**config.mk**
```make
export PLATFORM = sky130hd
export DESIGN_NAME = multicycle_control_unit
export DESIGN_NICKNAME = d
export VERILOG_FILES = /design/src/rtl/control_pkg.sv /design/src/rtl/mc_decoder.sv /design/src/rtl/multicycle_control_unit.sv
export SDC_FILE = /design/constraint.sdc
export NUM_CORES = 1
export LEC_CHECK = 0
export ABC_CLOCK_PERIOD_IN_PS = 2500
export CORE_ASPECT_RATIO = 0.8
export CORE_UTILIZATION = 46
export DETAILED_ROUTE_END_ITERATION = 8
export PLACE_DENSITY = 0.88
export SYNTH_ARGS = -nofsm -noshare
export SYNTH_HDL_FRONTEND = slang
export SYNTH_SLANG_ARGS = --single-unit
```
**constraint.sdc**
```tcl
create_clock -name clk -period 2.5 [get_ports clk]
set_clock_uncertainty 0.1 [all_clocks]
set_input_delay 0.75 -clock clk [delete_from_list [all_inputs] [get_ports clk]]
set_output_delay 0.75 -clock clk [all_outputs]
set_load 0.02 [all_outputs]
```
**src/rtl/control_pkg.sv**
```systemverilog
// Shared types and encodings for the multi-cycle control unit and its decoder.
package control_pkg;

  typedef enum logic [2:0] {
    FETCH  = 3'd0,
    DECODE = 3'd1,
    EXEC   = 3'd2,
    MEM    = 3'd3,
    WB     = 3'd4,
    TRAP   = 3'd5
  } state_t;

  typedef enum logic [2:0] {
    CL_NONE, CL_LOAD, CL_STORE, CL_ALU, CL_BRANCH, CL_JAL, CL_JALR, CL_LUI
  } iclass_t;

  localparam logic [6:0] OP_LOAD   = 7'b0000011;
  localparam logic [6:0] OP_IMM    = 7'b0010011;
  localparam logic [6:0] OP_STORE  = 7'b0100011;
  localparam logic [6:0] OP_BRANCH = 7'b1100011;
  localparam logic [6:0] OP_JAL    = 7'b1101111;
  localparam logic [6:0] OP_JALR   = 7'b1100111;
  localparam logic [6:0] OP_LUI    = 7'b0110111;
  localparam logic [6:0] OP_R      = 7'b0110011;

  localparam logic [2:0] ALU_ADD  = 3'b000;
  localparam logic [2:0] ALU_SUB  = 3'b001;
  localparam logic [2:0] ALU_AND  = 3'b010;
  localparam logic [2:0] ALU_OR   = 3'b011;
  localparam logic [2:0] ALU_SLT  = 3'b101;
  localparam logic [2:0] ALU_IDLE = 3'b111;

  localparam logic [2:0] IMM_I = 3'b000;
  localparam logic [2:0] IMM_S = 3'b001;
  localparam logic [2:0] IMM_B = 3'b010;
  localparam logic [2:0] IMM_J = 3'b011;
  localparam logic [2:0] IMM_U = 3'b100;

  localparam logic [2:0] MEMRD_WORD = 3'b111;
  localparam logic [2:0] MEMRD_BYTE = 3'b000;

  typedef struct packed {
    iclass_t    cls;
    logic [2:0] alu_ctrl;
    logic       alu_src;
    logic [2:0] imm_src;
    logic [3:0] mem_write;
    logic [2:0] mem_read;
    logic       illegal;
  } dec_t;

  // funct3 -> ALU op for the arithmetic/logic forms this ALU supports; anything else adds.
  function automatic logic [2:0] alu_of_f3(input logic [2:0] f3);
    case (f3)
      3'b010:  return ALU_SLT;
      3'b110:  return ALU_OR;
      3'b111:  return ALU_AND;
      default: return ALU_ADD;
    endcase
  endfunction

endpackage

```
**src/rtl/mc_decoder.sv**
```systemverilog
// Combinational instruction decode: IR -> class, ALU/imm/memory controls and legality.
module mc_decoder import control_pkg::*; (
  input  logic [31:0] ir,
  output dec_t        dec
);

  logic [6:0] op;
  logic [2:0] f3;
  logic [6:0] f7;
  logic       unused_ir;

  assign op        = ir[6:0];
  assign f3        = ir[14:12];
  assign f7        = ir[31:25];
  assign unused_ir = ^{ir[24:15], ir[11:7]};

  always_comb begin
    dec = '{cls: CL_NONE, alu_ctrl: ALU_ADD, alu_src: 1'b1, imm_src: IMM_I,
            mem_write: 4'b0000, mem_read: MEMRD_WORD, illegal: 1'b1};
    case (op)
      OP_LOAD: if (f3 inside {3'b000, 3'b010, 3'b100}) begin
        dec.cls      = CL_LOAD;
        dec.illegal  = 1'b0;
        dec.mem_read = (f3 == 3'b010) ? MEMRD_WORD : MEMRD_BYTE;
      end
      OP_IMM: if (f3 inside {3'b000, 3'b010, 3'b110, 3'b111}) begin
        dec.cls      = CL_ALU;
        dec.illegal  = 1'b0;
        dec.alu_ctrl = alu_of_f3(f3);
      end
      OP_STORE: if (f3 inside {3'b000, 3'b010}) begin
        dec.cls       = CL_STORE;
        dec.illegal   = 1'b0;
        dec.imm_src   = IMM_S;
        dec.mem_write = (f3 == 3'b010) ? 4'b1111 : 4'b0001;
      end
      OP_BRANCH: if (f3 inside {3'b000, 3'b001, 3'b100, 3'b101}) begin
        dec.cls      = CL_BRANCH;
        dec.illegal  = 1'b0;
        dec.alu_ctrl = ALU_SUB;
        dec.alu_src  = 1'b0;
        dec.imm_src  = IMM_B;
      end
      OP_JAL: begin
        dec.cls     = CL_JAL;
        dec.illegal = 1'b0;
        dec.imm_src = IMM_J;
      end
      OP_JALR: if (f3 == 3'b000) begin
        dec.cls     = CL_JALR;
        dec.illegal = 1'b0;
      end
      OP_LUI: begin
        dec.cls     = CL_LUI;
        dec.illegal = 1'b0;
        dec.imm_src = IMM_U;
      end
      // Only funct7 0100000 (sub) is accepted besides the base encoding.
      OP_R: if (f7 == 7'b0000000 || (f7 == 7'b0100000 && f3 == 3'b000)) begin
        dec.cls      = CL_ALU;
        dec.illegal  = 1'b0;
        dec.alu_src  = 1'b0;
        dec.alu_ctrl = f7[5] ? ALU_SUB : alu_of_f3(f3);
      end
      default: ;
    endcase
  end

endmodule

```
**src/rtl/multicycle_control_unit.sv**
```systemverilog
// Multi-cycle control FSM: IR capture, FETCH/DECODE/EXEC/MEM/WB sequencing, memory timeout and trap.
module multicycle_control_unit import control_pkg::*; #(
  parameter int                    DATA_WIDTH  = 32,
  parameter int                    MEM_TIMEOUT = 16,
  parameter logic [DATA_WIDTH-1:0] RESET_IR    = 32'h0000_0013
) (
  input  logic                  clk,
  input  logic                  rst_n,
  input  logic [DATA_WIDTH-1:0] instr,
  input  logic                  mem_ready,
  input  logic                  EQ,
  input  logic                  LT,
  output logic                  mem_req,
  output logic                  IRWrite,
  output logic                  PCWrite,
  output logic                  PCsrc,
  output logic                  JALsrc,
  output logic                  JALRsrc,
  output logic                  RegWrite,
  output logic [2:0]            ALUctrl,
  output logic                  ALUsrc,
  output logic [2:0]            ImmSrc,
  output logic [3:0]            MEMWrite,
  output logic [2:0]            MEMRead,
  output logic                  MEMsrc,
  output logic                  instr_retired,
  output logic                  trap
);

  localparam int CW = $clog2(MEM_TIMEOUT + 1);

  state_t                state, state_nx;
  logic                  run;
  logic [DATA_WIDTH-1:0] ir;
  logic [CW-1:0]         wait_cnt;
  dec_t                  dec;
  logic                  fetch_done, waiting, timeout, taken;

  mc_decoder u_dec (.ir(ir[31:0]), .dec(dec));

  // run holds the outputs quiet while reset is asserted; FETCH starts on the first edge after release.
  assign mem_req    = run && (state == FETCH || state == MEM);
  assign fetch_done = (state == FETCH) && mem_req && mem_ready;
  assign waiting    = mem_req && !mem_ready;
  assign timeout    = waiting && (wait_cnt == CW'(MEM_TIMEOUT - 1));
  assign trap       = (state == TRAP);

  always_comb begin
    case (ir[14:12])
      3'b000:  taken = EQ;
      3'b001:  taken = !EQ;
      3'b100:  taken = LT;
      3'b101:  taken = !LT;
      default: taken = 1'b0;
    endcase
  end

  always_comb begin
    state_nx = state;
    case (state)
      FETCH:  if (timeout) state_nx = TRAP;
              else if (fetch_done) state_nx = DECODE;
      DECODE: state_nx = dec.illegal ? TRAP : EXEC;
      EXEC: begin
        case (dec.cls)
          CL_BRANCH:          state_nx = FETCH;
          CL_LOAD, CL_STORE:  state_nx = MEM;
          default:            state_nx = WB;
        endcase
      end
      MEM:    if (timeout) state_nx = TRAP;
              else if (mem_ready) state_nx = (dec.cls == CL_STORE) ? FETCH : WB;
      WB:     state_nx = FETCH;
      TRAP:   state_nx = TRAP;
      default: state_nx = TRAP;
    endcase
  end

  always_ff @(posedge clk or negedge rst_n) begin
    if (!rst_n) begin
      state    <= FETCH;
      run      <= 1'b0;
      ir       <= RESET_IR;
      wait_cnt <= '0;
    end else begin
      run   <= 1'b1;
      state <= state_nx;
      if (fetch_done) ir <= instr;
      // mem_ready on the limit cycle leaves timeout low, so the transfer wins over the trap.
      if (state_nx != state || mem_ready) wait_cnt <= '0;
      else if (waiting)                   wait_cnt <= wait_cnt + 1'b1;
    end
  end

  always_comb begin
    IRWrite       = 1'b0;
    PCWrite       = 1'b0;
    PCsrc         = 1'b0;
    JALsrc        = 1'b0;
    JALRsrc       = 1'b0;
    RegWrite      = 1'b0;
    ALUctrl       = ALU_IDLE;
    ALUsrc        = 1'b0;
    ImmSrc        = IMM_I;
    MEMWrite      = 4'b0000;
    MEMRead       = MEMRD_WORD;
    MEMsrc        = 1'b0;
    instr_retired = 1'b0;
    case (state)
      FETCH: begin
        IRWrite = fetch_done;
        PCWrite = fetch_done;
      end
      DECODE: ImmSrc = dec.imm_src;
      EXEC: begin
        ImmSrc  = dec.imm_src;
        ALUctrl = dec.alu_ctrl;
        ALUsrc  = dec.alu_src;
        case (dec.cls)
          CL_BRANCH: begin
            PCWrite       = 1'b1;
            PCsrc         = taken;
            instr_retired = 1'b1;
          end
          CL_JAL: begin
            PCWrite = 1'b1;
            PCsrc   = 1'b1;
          end
          CL_JALR: begin
            PCWrite = 1'b1;
            JALRsrc = 1'b1;
          end
          default: ;
        endcase
      end
      MEM: begin
        ImmSrc        = dec.imm_src;
        MEMWrite      = run ? dec.mem_write : 4'b0000;
        MEMRead       = dec.mem_read;
        instr_retired = (dec.cls == CL_STORE) && mem_ready;
      end
      WB: begin
        ImmSrc        = dec.imm_src;
        RegWrite      = 1'b1;
        MEMsrc        = (dec.cls == CL_LOAD);
        JALsrc        = (dec.cls == CL_JAL) || (dec.cls == CL_JALR);
        instr_retired = 1'b1;
      end
      default: ;
    endcase
  end

endmodule

```
; ---- Word level (Yosys, flattened, before mapping)
; Index checks and enable logic that the tools add are counted.
[totals]
regBits = 41
in_bits = 37
out_inout_bits = 24
word_cells = 111
[classes]
add_sub_neg = 1
eq_ne = 27
n_mux = 53
n_reduce_logical = 26
[ops]
columns = operator, count
row1 = $mux 3, 13
row2 = $eq 7x6->1 const B, 4
row3 = $eq 3x3->1 const B, 9
row4 = $pmux 3 s8, 1
row5 = $eq 7x7->1 const B, 3
row6 = $mux 4, 5
row7 = $mux 5, 4
row8 = $pmux 3 s3, 2
row9 = $mux 1, 16
row10 = $pmux 3 s5, 1
row11 = $eq 3x2->1 const B, 4
row12 = $pmux 3 s4, 1
row13 = $mux 10, 1
row14 = $eq 3x1->1 const B, 3
row15 = $reduce_bool 4->1, 2
row16 = $eq 7x2->1 const B, 1
row17 = $eq 7x5->1 const B, 1
row18 = $logic_and 1x1->1, 7
row19 = $logic_not 7->1, 1
row20 = $pmux 1 s7, 1
row21 = $logic_not 3->1, 2
row22 = $mux 6, 1
row23 = $pmux 1 s2, 3
row24 = $pmux 3 s2, 1
row25 = 13 further kinds, 20

; ---- Depth between registers and ports, before layout
[logic_depth]
depth_word = 13
ltp_mapped = 8
ltp_nobuf = 8

; ---- Cells and area by module
; A second synthesis with hierarchy kept.
[hier_totals]
cells_unflattened = 311
hier_area_um2 = 2553.7
[by_module_without_submodules]
columns = module, instances, cells_per_inst, area_each_um2, seq_area_each_um2
row1 = multicycle_control_unit, 1, 240, 2085.8, 1029.7
row2 = mc_decoder, 1, 71, 467.9, 0.0

; ---- Least setup slack after synthesis
; Ideal clock, no wire load.
[synth_timing]
path_kind = reg2out
from = register ir[1]
to = output MEMWrite[2]
arrival_ns = 1.909
required_time_ns = 1.650
slack_ns = -0.259
stages_incl_launch_ff = 7
n_path_buf = 2
cell_sequence = dfstp_2 nand4bb_4 buf_6 nor4_1 and3_1 and2_1 buf_4
[synth_via]
elab_chain_cells = 4
[synth_rtl]
columns = item, line
row1 = "start, declared", multicycle_control_unit.sv:34  ; logic [DATA_WIDTH-1:0] ir;
row2 = "start signal, assigned", multicycle_control_unit.sv:88  ; if (fetch_done) ir <= instr;
row3 = $eq 7x6->1, mc_decoder.sv:20  ; case (op)
row4 = $mux 4, mc_decoder.sv:20
row5 = $mux 4, multicycle_control_unit.sv:138  ; MEMWrite = run ? dec.mem_write : 4'b0000;
row6 = $mux 4, multicycle_control_unit.sv:109  ; case (state)
row7 = "end, declared", multicycle_control_unit.sv:23  ; output logic [3:0] MEMWrite,
; Every way passes these cells.

; ---- Worst setup path after layout
[layout_timing]
from = register ir[0]
to = output MEMRead[1]
[layout_via]
elab_chain_cells = 3
[layout_rtl]
columns = item, line
row1 = $eq 7x2->1, mc_decoder.sv:20
row2 = $mux 3, mc_decoder.sv:20
row3 = $mux 3, multicycle_control_unit.sv:109
row4 = "end, declared", multicycle_control_unit.sv:24  ; output logic [2:0] MEMRead,
; Every way passes these cells.

==> impl_metrics.csv <==
group,metric,value,unit
global_route,grt_start_max_net_pins,27,
global_route,grt_pass1_wl,10.6,mm
timing,final_min_period_over_clock_period,1.14,
timing,tns,-5070,ps
placement,dpl.hpwl,4.11,mm
worst_setup_path,cp_num_cells,6,
global_route,grt_antenna_before_repair,0,
logic_synthesis,dominantRegCellSynth,"sky130_fd_sc_hd__dfrtp_1",
cells_and_area,mostFrequentLayoutCells,"sky130_fd_sc_hd__buf_4 (66), sky130_fd_sc_hd__nand2_1 (58), sky130_fd_sc_hd__buf_6 (25), sky130_fd_sc_hd__clkdlybuf4s50_1 (20), sky130_fd_sc_hd__dfrtp_1 (20)",
floorplanning,ioPinCount,61,
logic_synthesis,synth-seq-area-share,0.353,
detailed_routing,finalWirelength,7.15,mm
floorplanning,die_w,73.0,um
logic_synthesis,synth_warnings,0,
floorplanning,placeableCoreArea,3830,um^2
detailed_routing,wl_per_cell,18.1,um
logic_synthesis,yosys.area.top_type_share,0.311,
global_route,overflow,0,
timing,grt_setup_unrepaired,"true",
detailed_routing,detail-route-antenna-nets,0,
placement,pre_cts_slack,-695,ps
worst_setup_path,worstPathBufferInverterCount,2,
detailed_routing,vias,2310,
worst_setup_path,worstPathRequired,1650,ps
global_route,track_usage,0.327,
flow_run,max-cap-violations,0,
timing,worst_case_headroom_to_the_max_slew_limit,0.631,
run_status,status,"complete, but fails checks",
worst_hold_path,min-delay-start,"ir[26]",
placement,placement.io_buffers,45,
timing,finalHoldViolations,0,
logic_synthesis,synth_top_area_cell,"sky130_fd_sc_hd__dfrtp_1",
cts,clk-insertion-delay-late,290,ps
detailed_routing,detailroute.wirelength.met2,3.50,mm
logic_synthesis,ys_seq_elements,26,
timing,timing_max_transition_violations_final,0,
logic_synthesis,synth.distinct_cells,55,
detailed_routing,detail_route.iter0.violations,274,
timing,slack_of_the_critical_path,-344,ps
logic_synthesis,syn-instance-count,235,
cells_and_area,area_growth_syn_to_layout,74.3,%
cells_and_area,final_util,0.843,
worst_setup_path,max_stage_delay_cell_worst_path,"sky130_fd_sc_hd__dfstp_2",
cells_and_area,most_frequent_standard_cell_in_the_layout_excluding_fill_and_tap_cells,"sky130_fd_sc_hd__buf_4",
logic_synthesis,total_nets_after_synthesis,274,
detailed_routing,firstDrtPassIters,5,
cts,cts_max_path_buffers,2,
pwr,static-leakage-power,0.00146,uW
pwr,ir_worst_vdd,0.294,mV
floorplanning,die_height,58.8,um
cells_and_area,fin_nets,380,
worst_setup_path,cp_max_fo,3,
detailed_routing,wirelength_met1,2.82,mm
run_status,violated_checks,"setup timing",
cells_and_area,final_antenna_diode_count,0,
worst_setup_path,critical_path.cell_chain,"nand4bb_4 -> or4_4 -> nor2_4 -> buf_6 -> nand3_4 -> buf_2",
detailed_routing,routed-wl-met3,509,um
floorplanning,core.rowCount,20,
cts,cts.clk_slew.worst_paths,100,ps
worst_setup_path,timing.critical_path.arrival,1990,ps
floorplanning,dieArea,4290,um^2
timing,post-route-min-period,2840,ps
worst_setup_path,crit_path_start,"ir[0]",
floorplanning,initial_utilization,0.484,
detailed_routing,post_drt_via_cell_ratio,5.85,
cts,tritoncts.num_buffers,3,
cts,cts.hold.buffers_added,0,
detailed_routing,drc,0,
timing,maxClockFrequency,0.352,GHz
logic_synthesis,area_contributors_post_synth,"sky130_fd_sc_hd__dfrtp_1 (31%), sky130_fd_sc_hd__nand2_1 (13%), sky130_fd_sc_hd__dfstp_2 (4.3%)",
logic_synthesis,ys_async_sr_fraction,1.00,
pwr,powerDensity,263,nW/um^2
logic_synthesis,syn_area,1850,um^2
logic_synthesis,synth-edff-count,0,
worst_setup_path,crit-reg2reg-launch,"ir[0]",
placement,placer_s_final_routability_congestion_estimate,0.992,
worst_hold_path,holdPathStages,2,
worst_setup_path,worst-r2r-cell-count,12,
cts,htree_num_levels,1,
worst_setup_path,critPathLaunchType,"flip-flop",
global_route,number_of_global_route_vias_before_repair,2211,
worst_setup_path,path_delay_family,"simple AND/OR/NAND/NOR gates",
worst_setup_path,setup.worst_path.class,"reg -> out",
cells_and_area,post_route_cells_drive_above_1_share,0.459,
detailed_routing,highest_layer,"met4",
worst_hold_path,holdCritPathClass,"reg -> reg",
timing,setup_violations,19,
cts,cts_tree,"built",
worst_setup_path,worstSetupEndpointType,"primary output",
timing,worst_pin_slew,548,ps
cts,cts.sinks,26,
worst_setup_path,cp_peak_stage_delay,570,ps
cts,cts-root-buf,"sky130_fd_sc_hd__clkbuf_8",
logic_synthesis,post_synth.cell_area_avg,7.89,um^2
-- final timing paths --
kind | to | slack [ps]
min in group asynchronous | ir[27] | 720
max in group asynchronous | ir[0] | 1280
worst min register to register | ir[26] | 400
worst min-delay path | ir[26] | 400
worst max register to register | state[1] | 30
worst max-delay path | MEMRead[1] | -340
-- through the flow --
stage	hold slack [ps]	cell area (um^2)	std cells	total power [uW]
2_1_floorplan	346	1890	235	439
6_report	399	3230	395	848
5_1_grt	438	3230	395	865
4_1_cts	396	3020	386	834
3_5_place_dp	368	2750	374	485
3_3_place_gp	360	2750	374	484
-- worst min-delay path, stage by stage, from the launching register on --
cell                      delay [ps]
sky130_fd_sc_hd__dfrtp_1         360
sky130_fd_sc_hd__nand2_1          50
sky130_fd_sc_hd__nand2_1          60
-- logic make-up (layout without fill, tap and decap cells) --
kind of cell	Yosys count	in the layout	synth area share
simple gates	123	123	0.339
compound gates	48	48	0.181
buf+inv	27	132	0.0722
flops	26	26	0.353
xor+xnor	6	6	0.0284
fa+ha+maj	2	2	0.0135
mux	2	2	0.0108
other cells	1	1	0.00202
-- routing by layer --
layer | up-vias | global-route usage
met4 | 0 | 0.176
li1 | 1019 | -
met3 | 34 | 0.0565
met1 | 1111 | 0.420
met2 | 146 | 0.530
met5 | - | 0
-- state kept, by name, summed over array words and instances (netlist names) --
name,count
ir,17
run,1
state,3
wait_cnt,5
-- synth_stat cells, types with 4 or more instances --
| library cell | number |
|---|---|
| sky130_fd_sc_hd__buf_4 | 4 |
| sky130_fd_sc_hd__o21ai_0 | 8 |
| sky130_fd_sc_hd__dfrtp_1 | 23 |
| sky130_fd_sc_hd__nor4_1 | 5 |
| sky130_fd_sc_hd__a21oi_1 | 11 |
| sky130_fd_sc_hd__and2_1 | 5 |
| sky130_fd_sc_hd__nor2_1 | 18 |
| sky130_fd_sc_hd__nor2b_1 | 4 |
| sky130_fd_sc_hd__nor3_1 | 5 |
| sky130_fd_sc_hd__buf_2 | 8 |
| sky130_fd_sc_hd__clkbuf_1 | 5 |
| sky130_fd_sc_hd__xor2_1 | 4 |
| sky130_fd_sc_hd__inv_1 | 9 |
| sky130_fd_sc_hd__nand2b_1 | 5 |
| sky130_fd_sc_hd__nand2_1 | 62 |
-- what timing repair did --
| action | in CTS | in global routing |
|---|---|---|
| endpoints found under the setup margin | 24 | 24 |
| setup buffers | 8 | 9 |
| gates resized for setup | 156 | 39 |
| pin swaps | 14 | 18 |
-- cell type report --
type,instances,area [um^2]
multi-input cells,182,1350
repair buffers,119,1040
flip-flops and latches,26,658
fillers,196,599
well taps,55,68.8
clock buffers,3,41.3
inverters,9,33.8
clock inverters,1,30.0
-- power by group --
| part | internal (uW) | switching, uW | total [uW] |
|---|---|---|---|
| combinational | 34.8 | 22.7 | 57.4 |
| clock | 215 | 153 | 368 |
| sequential | 421 | 0.622 | 422 |
| total | 671 | 177 | 848 |
(Power assumes the default switching activity.)
